[src/rtl/cla64_seq_ctrl_pkg.sv]
// Shared constants and state encoding for the 64-bit sequential CLA adder.
// Latency: n/a (declarations only).
// Backpressure: n/a. Optional subtract support is enabled by CLA64_SUB_EN.
package cla64_seq_ctrl_pkg;

  localparam int CLA_SLICE_W   = 16;
  localparam int CLA_NUM_BEATS = 4;
  localparam int OP_W          = CLA_SLICE_W * CLA_NUM_BEATS;

  typedef enum logic [1:0] {
    ST_IDLE = 2'd0,
    ST_BUSY = 2'd1,
    ST_DONE = 2'd2
  } state_t;

endpackage

[src/rtl/cla64_seq_ctrl_if.sv]
// Operand/result handshake bundle for cla64_seq_ctrl.
// Latency: n/a (wiring only).
// Backpressure: valid/ready on both sides; ovf exists only with CLA64_SUB_EN.
interface cla64_seq_ctrl_if;

  logic                                 in_valid;
  logic                                 in_ready;
  logic [cla64_seq_ctrl_pkg::OP_W-1:0]  a;
  logic [cla64_seq_ctrl_pkg::OP_W-1:0]  b;
  logic                                 cin;
  logic                                 sub;
  logic                                 out_valid;
  logic                                 out_ready;
  logic [cla64_seq_ctrl_pkg::OP_W-1:0]  sum;
  logic                                 cout;
  logic                                 gp;
  logic                                 gg;
`ifdef CLA64_SUB_EN
  logic                                 ovf;
`endif

  // Requester side: drives operands and consumes results.
  modport master (
    output in_valid, a, b, cin, sub, out_ready,
    input  in_ready, out_valid, sum, cout, gp, gg
`ifdef CLA64_SUB_EN
    , input ovf
`endif
  );

  // Adder side.
  modport slave (
    input  in_valid, a, b, cin, sub, out_ready,
    output in_ready, out_valid, sum, cout, gp, gg
`ifdef CLA64_SUB_EN
    , output ovf
`endif
  );

endinterface

[src/rtl/cla64_seq_ctrl_cla16.sv]
// 16-bit carry-lookahead slice: 4-bit groups with lookahead across groups.
// Latency: purely combinational.
// Backpressure: none; also exports slice propagate/generate for folding.
module cla64_seq_ctrl_cla16 (
  input  logic [15:0] a,
  input  logic [15:0] b,
  input  logic        cin,
  output logic [15:0] sum,
  output logic        cout,
  output logic        p,
  output logic        g
);

  logic [15:0] pb;
  logic [15:0] gb;
  logic [3:0]  grp_p;
  logic [3:0]  grp_g;
  logic [3:0]  grp_c;
  logic [15:0] c;

  // Bit and group propagate/generate, group carries by lookahead, then sums.
  always_comb begin
    pb = a ^ b;
    gb = a & b;
    for (int j = 0; j < 4; j++) begin
      grp_p[j] = &pb[4*j +: 4];
      grp_g[j] = gb[4*j+3]
               | (pb[4*j+3] & gb[4*j+2])
               | (pb[4*j+3] & pb[4*j+2] & gb[4*j+1])
               | (pb[4*j+3] & pb[4*j+2] & pb[4*j+1] & gb[4*j]);
    end
    grp_c[0] = cin;
    grp_c[1] = grp_g[0] | (grp_p[0] & cin);
    grp_c[2] = grp_g[1] | (grp_p[1] & grp_g[0]) | (grp_p[1] & grp_p[0] & cin);
    grp_c[3] = grp_g[2] | (grp_p[2] & grp_g[1]) | (grp_p[2] & grp_p[1] & grp_g[0])
             | (grp_p[2] & grp_p[1] & grp_p[0] & cin);
    g = grp_g[3] | (grp_p[3] & grp_g[2]) | (grp_p[3] & grp_p[2] & grp_g[1])
      | (grp_p[3] & grp_p[2] & grp_p[1] & grp_g[0]);
    p = &grp_p;
    cout = g | (p & cin);
    c = '0;
    for (int j = 0; j < 4; j++) begin
      c[4*j] = grp_c[j];
      for (int k = 1; k < 4; k++) begin
        c[4*j+k] = gb[4*j+k-1] | (pb[4*j+k-1] & c[4*j+k-1]);
      end
    end
    sum = pb ^ c;
  end

endmodule

[src/rtl/cla64_seq_ctrl.sv]
// 64-bit adder that time-multiplexes one 16-bit CLA slice over four beats.
// Latency: out_valid 5 edges after acceptance (capture + 4 beats); 1 op / 5 cycles.
// Backpressure: result held in DONE until out_ready; CLA64_SUB_EN adds subtract + ovf.
module cla64_seq_ctrl
  import cla64_seq_ctrl_pkg::*;
#(
  parameter int SLICE_W   = CLA_SLICE_W,
  parameter int NUM_BEATS = CLA_NUM_BEATS
) (
  input logic              clk,
  input logic              rst_n,
  cla64_seq_ctrl_if.slave  bus
);

  localparam int BEAT_W = $clog2(NUM_BEATS);
  localparam int W      = SLICE_W * NUM_BEATS;

  state_t              state;
  state_t              state_nxt;
  logic [BEAT_W-1:0]   beat;
  logic [W-1:0]        op_a;
  logic [W-1:0]        op_b;
  logic [W-1:0]        sum_r;
  logic                carry;
  logic                cout_r;
  logic                gp_r;
  logic                gg_r;
  logic                accept;
  logic                last_beat;
  logic                in_ready_c;
  logic [SLICE_W-1:0]  sl_a;
  logic [SLICE_W-1:0]  sl_b;
  logic [SLICE_W-1:0]  sl_sum;
  logic                sl_cout;
  logic                sl_p;
  logic                sl_g;
  logic                b_inv;
  logic                cin_eff;
`ifdef CLA64_SUB_EN
  logic                ovf_r;
`endif

  assign accept    = bus.in_valid && in_ready_c;
  assign last_beat = (beat == BEAT_W'(NUM_BEATS - 1));
  assign sl_a      = op_a[beat*SLICE_W +: SLICE_W];
  assign sl_b      = op_b[beat*SLICE_W +: SLICE_W];

`ifdef CLA64_SUB_EN
  // Subtraction is a + ~b + 1, so inversion and forced carry happen at capture.
  assign b_inv   = bus.sub;
  assign cin_eff = bus.cin | bus.sub;
  assign bus.ovf = ovf_r;
`else
  logic unused_sub;
  assign unused_sub = bus.sub;
  assign b_inv      = 1'b0;
  assign cin_eff    = bus.cin;
`endif

  cla64_seq_ctrl_cla16 cla_16bit (
    .a    (sl_a),
    .b    (sl_b),
    .cin  (carry),
    .sum  (sl_sum),
    .cout (sl_cout),
    .p    (sl_p),
    .g    (sl_g)
  );

  // State register.
  always_ff @(posedge clk or negedge rst_n) begin
    if (!rst_n) state <= ST_IDLE;
    else        state <= state_nxt;
  end

  // Next state and handshake outputs.
  always_comb begin
    state_nxt     = state;
    in_ready_c    = 1'b0;
    bus.out_valid = 1'b0;
    case (state)
      ST_IDLE: begin
        in_ready_c = 1'b1;
        if (bus.in_valid) state_nxt = ST_BUSY;
      end
      ST_BUSY: begin
        if (last_beat) state_nxt = ST_DONE;
      end
      ST_DONE: begin
        bus.out_valid = 1'b1;
        in_ready_c    = bus.out_ready;
        if (bus.out_ready) state_nxt = bus.in_valid ? ST_BUSY : ST_IDLE;
      end
      default: state_nxt = ST_IDLE;
    endcase
  end

  assign bus.in_ready = in_ready_c;

  // Operand capture, per-beat result write-back, carry chaining and gp/gg folding.
  always_ff @(posedge clk or negedge rst_n) begin
    if (!rst_n) begin
      beat   <= '0;
      op_a   <= '0;
      op_b   <= '0;
      sum_r  <= '0;
      carry  <= 1'b0;
      cout_r <= 1'b0;
      gp_r   <= 1'b0;
      gg_r   <= 1'b0;
`ifdef CLA64_SUB_EN
      ovf_r  <= 1'b0;
`endif
    end else if (accept) begin
      op_a  <= bus.a;
      op_b  <= b_inv ? ~bus.b : bus.b;
      carry <= cin_eff;
      beat  <= '0;
    end else if (state == ST_BUSY) begin
      sum_r[beat*SLICE_W +: SLICE_W] <= sl_sum;
      carry <= sl_cout;
      // Folding low-to-high equals the slice-3-down-to-0 lookahead combine.
      if (beat == '0) begin
        gp_r <= sl_p;
        gg_r <= sl_g;
      end else begin
        gp_r <= gp_r & sl_p;
        gg_r <= sl_g | (sl_p & gg_r);
      end
      if (last_beat) begin
        cout_r <= sl_cout;
`ifdef CLA64_SUB_EN
        ovf_r  <= (op_a[W-1] == op_b[W-1]) && (sl_sum[SLICE_W-1] != op_a[W-1]);
`endif
      end
      beat <= beat + 1'b1;
    end
  end

  assign bus.sum  = sum_r;
  assign bus.cout = cout_r;
  assign bus.gp   = gp_r;
  assign bus.gg   = gg_r;

endmodule

[src/flat_wrapper.sv]
// flat-port wrapper written by rule: the top's interface ports become plain ports
module cla64_seq_ctrl_flat import cla64_seq_ctrl_pkg::*;
#(
  parameter int SLICE_W   = CLA_SLICE_W,
  parameter int NUM_BEATS = CLA_NUM_BEATS
)
  (clk, rst_n, bus_in_valid, bus_a, bus_b, bus_cin, bus_sub, bus_out_ready, bus_in_ready, bus_out_valid, bus_sum, bus_cout, bus_gp, bus_gg);
  cla64_seq_ctrl_if bus_i ();
  input logic clk;
  input logic rst_n;
  input wire logic [$bits(bus_i.in_valid)-1:0] bus_in_valid;
  input wire logic [$bits(bus_i.a)-1:0] bus_a;
  input wire logic [$bits(bus_i.b)-1:0] bus_b;
  input wire logic [$bits(bus_i.cin)-1:0] bus_cin;
  input wire logic [$bits(bus_i.sub)-1:0] bus_sub;
  input wire logic [$bits(bus_i.out_ready)-1:0] bus_out_ready;
  output wire logic [$bits(bus_i.in_ready)-1:0] bus_in_ready;
  output wire logic [$bits(bus_i.out_valid)-1:0] bus_out_valid;
  output wire logic [$bits(bus_i.sum)-1:0] bus_sum;
  output wire logic [$bits(bus_i.cout)-1:0] bus_cout;
  output wire logic [$bits(bus_i.gp)-1:0] bus_gp;
  output wire logic [$bits(bus_i.gg)-1:0] bus_gg;
  assign bus_i.in_valid = bus_in_valid;
  assign bus_i.a = bus_a;
  assign bus_i.b = bus_b;
  assign bus_i.cin = bus_cin;
  assign bus_i.sub = bus_sub;
  assign bus_i.out_ready = bus_out_ready;
  assign bus_in_ready = bus_i.in_ready;
  assign bus_out_valid = bus_i.out_valid;
  assign bus_sum = bus_i.sum;
  assign bus_cout = bus_i.cout;
  assign bus_gp = bus_i.gp;
  assign bus_gg = bus_i.gg;
  cla64_seq_ctrl #(.SLICE_W(SLICE_W), .NUM_BEATS(NUM_BEATS)) u_core (.clk(clk), .rst_n(rst_n), .bus(bus_i));
endmodule
[config.mk]
export PLATFORM = sky130hd
export DESIGN_NAME = cla64_seq_ctrl_flat
export DESIGN_NICKNAME = d
export VERILOG_FILES = /design/src/rtl/cla64_seq_ctrl_pkg.sv /design/src/rtl/cla64_seq_ctrl_if.sv /design/src/rtl/cla64_seq_ctrl_cla16.sv /design/src/rtl/cla64_seq_ctrl.sv /design/src/flat_wrapper.sv
export SDC_FILE = /design/constraint.sdc
export NUM_CORES = 1
export LEC_CHECK = 0
export CORE_MARGIN = 2
export CORE_UTILIZATION = 30
export DETAILED_ROUTE_END_ITERATION = 10
export MAX_ROUTING_LAYER = met4
export PLACE_DENSITY = 0.59
export SLEW_MARGIN = 20
export SYNTH_ARGS = -nofsm -noshare
export SYNTH_HDL_FRONTEND = slang
export SYNTH_HIERARCHICAL = 1
export SYNTH_SLANG_ARGS = --single-unit
[constraint.sdc]
create_clock -name clk -period 5.9 [get_ports clk]
set_input_delay 1.18 -clock clk [delete_from_list [all_inputs] [get_ports clk]]
set_output_delay 1.18 -clock clk [all_outputs]
set_load 0.05 [all_outputs]
==> results of run 1 <==
-- worst max-delay path: stages, from the launching register on --
cell	delay, ps
dfrtp_2	960
buf_4	340
mux4_2	540
ha_1	310
and4_4	160
and3_1	180
a211oi_2	300
o21bai_1	130
fa_1	400
fa_1	400
fa_1	390
xor2_1	380
a22o_1	190
-- state kept, by name, summed over array words and instances (netlist names) --
signal,flops
u_core/carry,1
u_core/bus.gp,1
u_core/bus.cout,1
u_core/bus.sum,64
u_core/bus.gg,1
u_core/state,2
u_core/beat,2
u_core/op_b,64
u_core/op_a,64
-- cells by family (layout without fill, tap and decap cells) --
logic type      after synthesis  count (layout)  share of synthesized area
other cells                   0               1                          0
xor+xnor                      4               4                   0.003870
flops                       200             200                     0.5528
mux                         161             161                     0.2400
fa+ha+maj                    33              33                    0.05556
simple gates                 29              29                    0.02363
compound gates               92              92                    0.08319
buf+inv                      59             262                    0.04091
-- layout make-up --
cell class | count | area, um^2
multi-input combinational | 319 | 3679
inverter | 24 | 90.09
sequential | 200 | 5007
tap | 390 | 488.0
clock inverter | 14 | 140.1
fill | 2814 | 17780
timing repair buffer | 206 | 2091
clock buffer | 18 | 439.2
antenna | 1 | 2.502
-- layer usage --
| metal | vias up | part of all wire | GRT usage |
|---|---|---|---|
| li1 | 2524 | - | - |
| met1 | 2851 | 0.46 | 0.2006 |
| met2 | 146 | 0.47 | 0.2324 |
| met3 | 15 | 0.059 | 0.03963 |
| met4 | 0 | 0.010 | 0.03689 |
| met5 | - | 0 | - |
-- through the flow --
stage	setup slack, ps	hold slack (ps)	cells	utilization	cell area [um^2]
final	1116	485.5	1172	0.4017	11940
after global routing	701.3	504.4	1172	0.4017	11940
after CTS	953.2	489.0	1171	0.4016	11930
after floorplan	1800	452.4	578	-	9054
after global placement	1013	462.8	1139	0.3821	11350
after detailed placement	966.8	470.7	1139	0.3821	11350
-- layout by cell type, fill, tap and decap left out, types with 2 or more instances in the layout --
master,Yosys,final
clkinvlp_4,0,2
dfrtp_2,0,2
a21oi_1,8,8
o21bai_1,2,2
mux2_1,87,87
nand2b_1,3,3
fa_1,12,12
dfrtp_1,200,198
nand2_4,3,3
clkinv_2,0,3
and2b_1,2,2
o21ai_0,4,4
inv_1,24,24
nor2_1,3,3
and3_1,2,2
nand2_1,5,5
mux2_2,42,42
buf_4,8,2
inv_8,0,4
mux4_2,32,32
clkbuf_8,0,2
and4_1,4,4
o21ai_1,3,3
a22o_1,65,65
buf_12,0,3
clkbuf_16,0,17
xnor2_1,3,3
clkdlybuf4s50_1,0,200
ha_1,21,21
clkinv_4,0,3
a21o_1,3,3
-- power by group --
group	internal (uW)	leakage [uW]	switching (uW)	total, uW
clock	607	0.000284	563	1170
combinational	1880	0.00228	2650	4530
sequential	1990	0.00247	395	2390
-- worst max path at each step --
stage,startpoint,endpoint,slack (ps),cells past startpoint
6_report,u_core/beat[0]$_DFFE_PN0P_,u_core/bus.sum[15]$_DFFE_PN0P_,1120,12
5_1_grt,u_core/beat[0]$_DFFE_PN0P_,u_core/bus.sum[31]$_DFFE_PN0P_,700,11
3_5_place_dp,u_core/beat[0]$_DFFE_PN0P_,u_core/bus.sum[15]$_DFFE_PN0P_,970,12
3_3_place_gp,u_core/beat[0]$_DFFE_PN0P_,u_core/bus.sum[47]$_DFFE_PN0P_,1010,12
4_1_cts,u_core/beat[0]$_DFFE_PN0P_,u_core/bus.sum[15]$_DFFE_PN0P_,950,12
2_1_floorplan,u_core/beat[0]$_DFFE_PN0P_,u_core/bus.sum[15]$_DFFE_PN0P_,1800,13
==> reports/results.tsv, run 1 <==
stage	metric	value	unit
clocking	cts_tree	built	
timing	max_slew_margin	0.3780	
critical_path	regToRegSetupSlack	1120	ps
final_layout	syn_to_final_growth	31.84	%
hold_path	min_from	u_core/op_b[44]$_DFFE_PN0P_	
detailed_routing	drcViolationCount	0	
synthesis	synth_largest_area_cell	dfrtp_1	
placed_design	place_congestion	0.7145	
hold_path	whs_path_depth	1	
critical_path	required	6270	ps
timing	fmax	0.2090	GHz
synthesis	synth_seq_cells	200	
pwr	total_power	8090	uW
detailed_routing	ant_nets	0	
clocking	cts_inserted_buffers	17	
run_status	status	completed	
timing	rsz0062_at_grt	false	
placed_design	io_buffers	201	
synthesis	seq_area_frac_synth	0.5528	
synthesis	synth_edf_count	0	
global_route	grt_pass1_vias	5747	
final_layout	num-nets-final	935	
clocking	post_cts_buffers	0	
timing	min_period	4784	ps
detailed_routing	drt-total-wl	22.44	mm
run	max_cap_violations	0	
clocking	cts_sinks	200	
synthesis	synthDistinctLibCells	40	
global_route	track_usage	0.1514	
clocking	clk_latency	430	ps
detailed_routing	wire_per_inst	19.15	um
synthesis	yosysMostFrequentCell	dfrtp_1	
pwr	peakVddDrop	302.9	uV
synthesis	synthesis.area	0.009054	mm^2
critical_path	cp-start-kind	flop	
critical_path	crit_path_end_kind	flop	
clocking	root_buffer	clkbuf_16	
pwr	p_leak	0.005034	uW
die	io-pin-count	203	
detailed_routing	num_vias	5536	
synthesis	synth_warnings	6	
timing	setup_viol	0	
die	rows	63	
clocking	cts_hold_buf	0	
critical_path	crit_arrival	5150	ps
clocking	cts.path.max_buffers	2	
critical_path	worst_r2r_path_depth	12	
global_route	grt_antenna_before_repair	1	
detailed_routing	drt-initial-drc-count	275	
timing	drv_slew	0	
timing	finalHoldViolations	0	
die	dieHeight	177.7	um
critical_path	worstReg2RegEnd	u_core/bus.sum[15]$_DFFE_PN0P_	
synthesis	synth_fp_nets	745	
synthesis	synth_area_per_cell	15.66	um^2
synthesis	ys_top_cells_by_area	dfrtp_1, mux2_1, mux4_2	
hold_path	min_path_type	flop to flop	
detailed_routing	viasPerCell	4.724	
critical_path	worstSetupPathType	flop to flop	
die	core	0.02972	mm^2
synthesis	synth_async_sr_flop_share	1.000	
timing	tns	0	ps
clocking	path_clk_slew	70	ps
die	initial_utilization	0.3047	
critical_path	r2r_start	u_core/beat[0]$_DFFE_PN0P_	
pwr	power_density	677.7	mW/mm^2
placed_design	dp_hpwl	16.27	mm
final_layout	drive_above_1_share	0.1575	
timing	fin_crit_sh	0.8109	
clocking	htree_levels	4	
die	design.die.area	0.03158	mm^2
hold_path	hold_end	u_core/op_b[44]$_DFFE_PN0P_	
timing	fin_skew	9.830	ps
clocking	post_cts_resized	0	
synthesis	synth_top_area_share	0.5528	
global_route	grt-ovfl-total	0	
global_route	grt_max_degree	132	
synthesis	syn_inst	578	
critical_path	crit_fanout	28	
detailed_routing	drt_first_pass_iters	4	
synthesis	synth_common_cells	dfrtp_1, mux2_1, a22o_1	
timing	worstMarginPinSlew	933.0	ps
synthesis	synth_flop_cell	dfrtp_1	
global_route	grt_pass1_wl	34.65	mm
die	die_w	177.7	um
Note: power is estimated with default switching activity, not from simulation.
==> inputs of run 2 (changes only) <==
PLACE_DENSITY = 0.61   (was 0.59)
clock period = 4.25 ns   (was 5.9 ns; I/O delays follow)
==> reports/results.tsv, run 2 (synthesized netlist as in run 1, its figures left out) <==
stage	metric	value	unit	change
run_status	status	completed		
die	initial_utilization	0.3047		unchanged
detailed_routing	num_vias	5593		+1.0%
global_route	grt_pass1_wl	34.50	mm	-0.44%
critical_path	regToRegSetupSlack	170	ps	-950 ps
global_route	grt-ovfl-total	0		unchanged
final_layout	final_cell_mix	clkdlybuf4s50_1, dfrtp_1, mux2_1, a22o_1, mux2_2		
run	max_cap_violations	0		unchanged
critical_path	cp-start-kind	flop		
clocking	cts.path.max_buffers	2		unchanged
timing	rsz0062_at_grt	false		
timing	tns	0	ps	unchanged
placed_design	place_congestion	0.7654		+7.1%
placed_design	pre_cts_slack	-101.7	ps	-1068 ps
die	dieHeight	177.7	um	unchanged
timing	min_period	4082	ps	-702.4 ps
timing	fmax	0.2450	GHz	+17%
critical_path	crit_chain	buf_4, mux4_2, ha_1, and4_4, and3_1, a211oi_2, o21bai_1, fa_1, fa_1, fa_2, xor2_2, a22o_1		
critical_path	critPathSlowestCell	dfrtp_4		
timing	drv_slew	0		unchanged
detailed_routing	drt_first_pass_iters	5		+1
timing	fin_ws	168.3	ps	-947.6 ps
final_layout	final_common_cell	clkdlybuf4s50_1		
global_route	grt_antenna_before_repair	4		+3
die	rows	63		unchanged
pwr	peakVddDrop	399.4	uV	+32%
detailed_routing	drcViolationCount	0		unchanged
final_layout	stdcell_count	1193		+1.8%
detailed_routing	drt-total-wl	22.74	mm	+1.3%
clocking	clk_latency	440	ps	about the same
hold_path	min_path_type	input port to async pin		
critical_path	required	4580	ps	-1690 ps
timing	fin_crit_sh	0.9604		+0.1495
die	core	0.02972	mm^2	unchanged
critical_path	slowest_delay	560	ps	-400 ps
critical_path	worstReg2RegEnd	u_core/bus.sum[63]$_DFFE_PN0P_		
clocking	root_buffer	clkbuf_16		
final_layout	nFillCells	2789		-0.89%
clocking	path_clk_slew	70	ps	about the same
critical_path	timing.critical_path.mode_cell	fa_1		
die	io-pin-count	203		unchanged
final_layout	num-nets-final	953		+1.9%
detailed_routing	wire_per_inst	19.06	um	-0.46%
critical_path	critPathTopFamily	adder cells		
timing	max_slew_margin	0.4545		+0.07653
critical_path	worst_r2r_path_depth	12		unchanged
die	design.die.area	0.03158	mm^2	unchanged
critical_path	timing.critical_path.buf_inv	1		unchanged
critical_path	crit_arrival	4410	ps	-740 ps
critical_path	crit_path_end_kind	flop		
placed_design	dp_hpwl	16.58	mm	+1.9%
detailed_routing	drt-initial-drc-count	298		+8.4%
clocking	cts_inserted_buffers	17		unchanged
die	die_w	177.7	um	unchanged
timing	fin_skew	12.35	ps	+2.522 ps
timing	finalHoldViolations	0		unchanged
critical_path	crit_fanout	7		-75%
clocking	cts_tree	built		
pwr	power_density	952.9	mW/mm^2	+41%
global_route	grt_max_degree	132		unchanged
clocking	cts_sinks	200		unchanged
detailed_routing	ant_nets	0		unchanged
clocking	cts_hold_buf	0		unchanged
global_route	track_usage	0.1524		+0.0009977
placed_design	dp.cells	1151		+1.1%
placed_design	io_buffers	201		unchanged
detailed_routing	viasPerCell	4.688		-0.75%
final_layout	drive_above_1_share	0.1815		+0.02399
timing	setup_viol	0		unchanged
critical_path	worstSetupPathType	flop to flop		
timing	worstMarginPinSlew	818.2	ps	-114.8 ps
clocking	htree_levels	4		unchanged
final_layout	syn_to_final_growth	33.98	%	
pwr	p_leak	0.005117	uW	+1.7%
global_route	grt_pass1_vias	5815		+1.2%
critical_path	r2r_start	u_core/beat[0]$_DFFE_PN0P_		
run 2: cell types whose count changed in the layout (fill, tap and decap cells not counted), sizes merged:
cell / before / now
inv: 29 / 31
clkinv: 6 / 5
diode: 1 / 4
buf: 5 / 23
bufinv: 1 / 0
run 2: report_power, final:
part	internal [uW]	total [uW]	switching [uW]
Clock	766	1540	774
Sequential	2770	3260	485
Combinational	2920	6760	3840
run 2: per-layer routing:
metal  vias up  part of all wire  global-route usage
met4         0             0.013             0.03996
met2       177              0.46              0.2298
li1       2572                 -                   -
met3        14             0.072             0.04884
met5         -                 0                   -
met1      2830              0.45              0.1986
run 2: worst max path at each step:
stage	startpoint	endpoint	slack [ps]	depth (start not counted)
floorplan	u_core/beat[0]$_DFFE_PN0P_	u_core/bus.sum[15]$_DFFE_PN0P_	150	13
global placement	u_core/beat[0]$_DFFE_PN0P_	u_core/bus.sum[47]$_DFFE_PN0P_	-70	12
detailed placement	u_core/beat[0]$_DFFE_PN0P_	u_core/bus.sum[63]$_DFFE_PN0P_	-100	12
CTS	u_core/beat[0]$_DFFE_PN0P_	u_core/bus.sum[63]$_DFFE_PN0P_	9	12
global route	u_core/beat[0]$_DFFE_PN0P_	u_core/bus.sum[63]$_DFFE_PN0P_	30	12
finish	u_core/beat[0]$_DFFE_PN0P_	u_core/bus.sum[63]$_DFFE_PN0P_	170	12
run 2: area by class of cell:
cell class | count | area (um^2) | area share
Inverter | 24 | 90.09 | 0.007426
Clock inverter | 14 | 115.1 | 0.009489
Tap cell | 390 | 488.0 | 0.04023
Clock buffer | 18 | 429.2 | 0.03538
Timing Repair Buffer | 224 | 2267 | 0.1869
Sequential cell | 200 | 5010 | 0.4130
Multi-Input combinational cell | 319 | 3721 | 0.3068
Antenna cell | 4 | 10.01 | 0.0008252
run 2: timing repair:
item / 4_1_cts / 5_1_grt
pin swaps: 0 / 1
endpoints found under the setup margin: 4 / 16
resized for setup: 2 / 5
cloned: 0 / 0
buffers inserted: 0 / 6
run 2: per-stage QoR:
step / power [uW] / cell area [um^2] / hold WS, ps / util
final: 11560 / 12130 / 438.8 / 0.4082
after global routing: 12450 / 12130 / 478.9 / 0.4082
after CTS: 11530 / 12020 / 467.5 / 0.4046
after detailed placement: 9932 / 11470 / 471.0 / 0.3860
after global placement: 9818 / 11470 / 463.2 / 0.3860
after floorplan: 7586 / 9054 / 452.4 / -
run 2: worst register-to-register path, stage by stage, from the launching register on:
cell and delay, ps:
dfrtp_4 560, buf_4 210, mux4_2 560, ha_1 330
and4_4 190, and3_1 180, a211oi_2 250, o21bai_1 120
fa_1 390, fa_1 390, fa_2 370, xor2_2 210
a22o_1 220
==> inputs of run 3 (changes only) <==
SLEW_MARGIN = not set   (was 20)
==> results of run 3 <==
The final DEF is identical to that of run 2; final timing and power are the same.
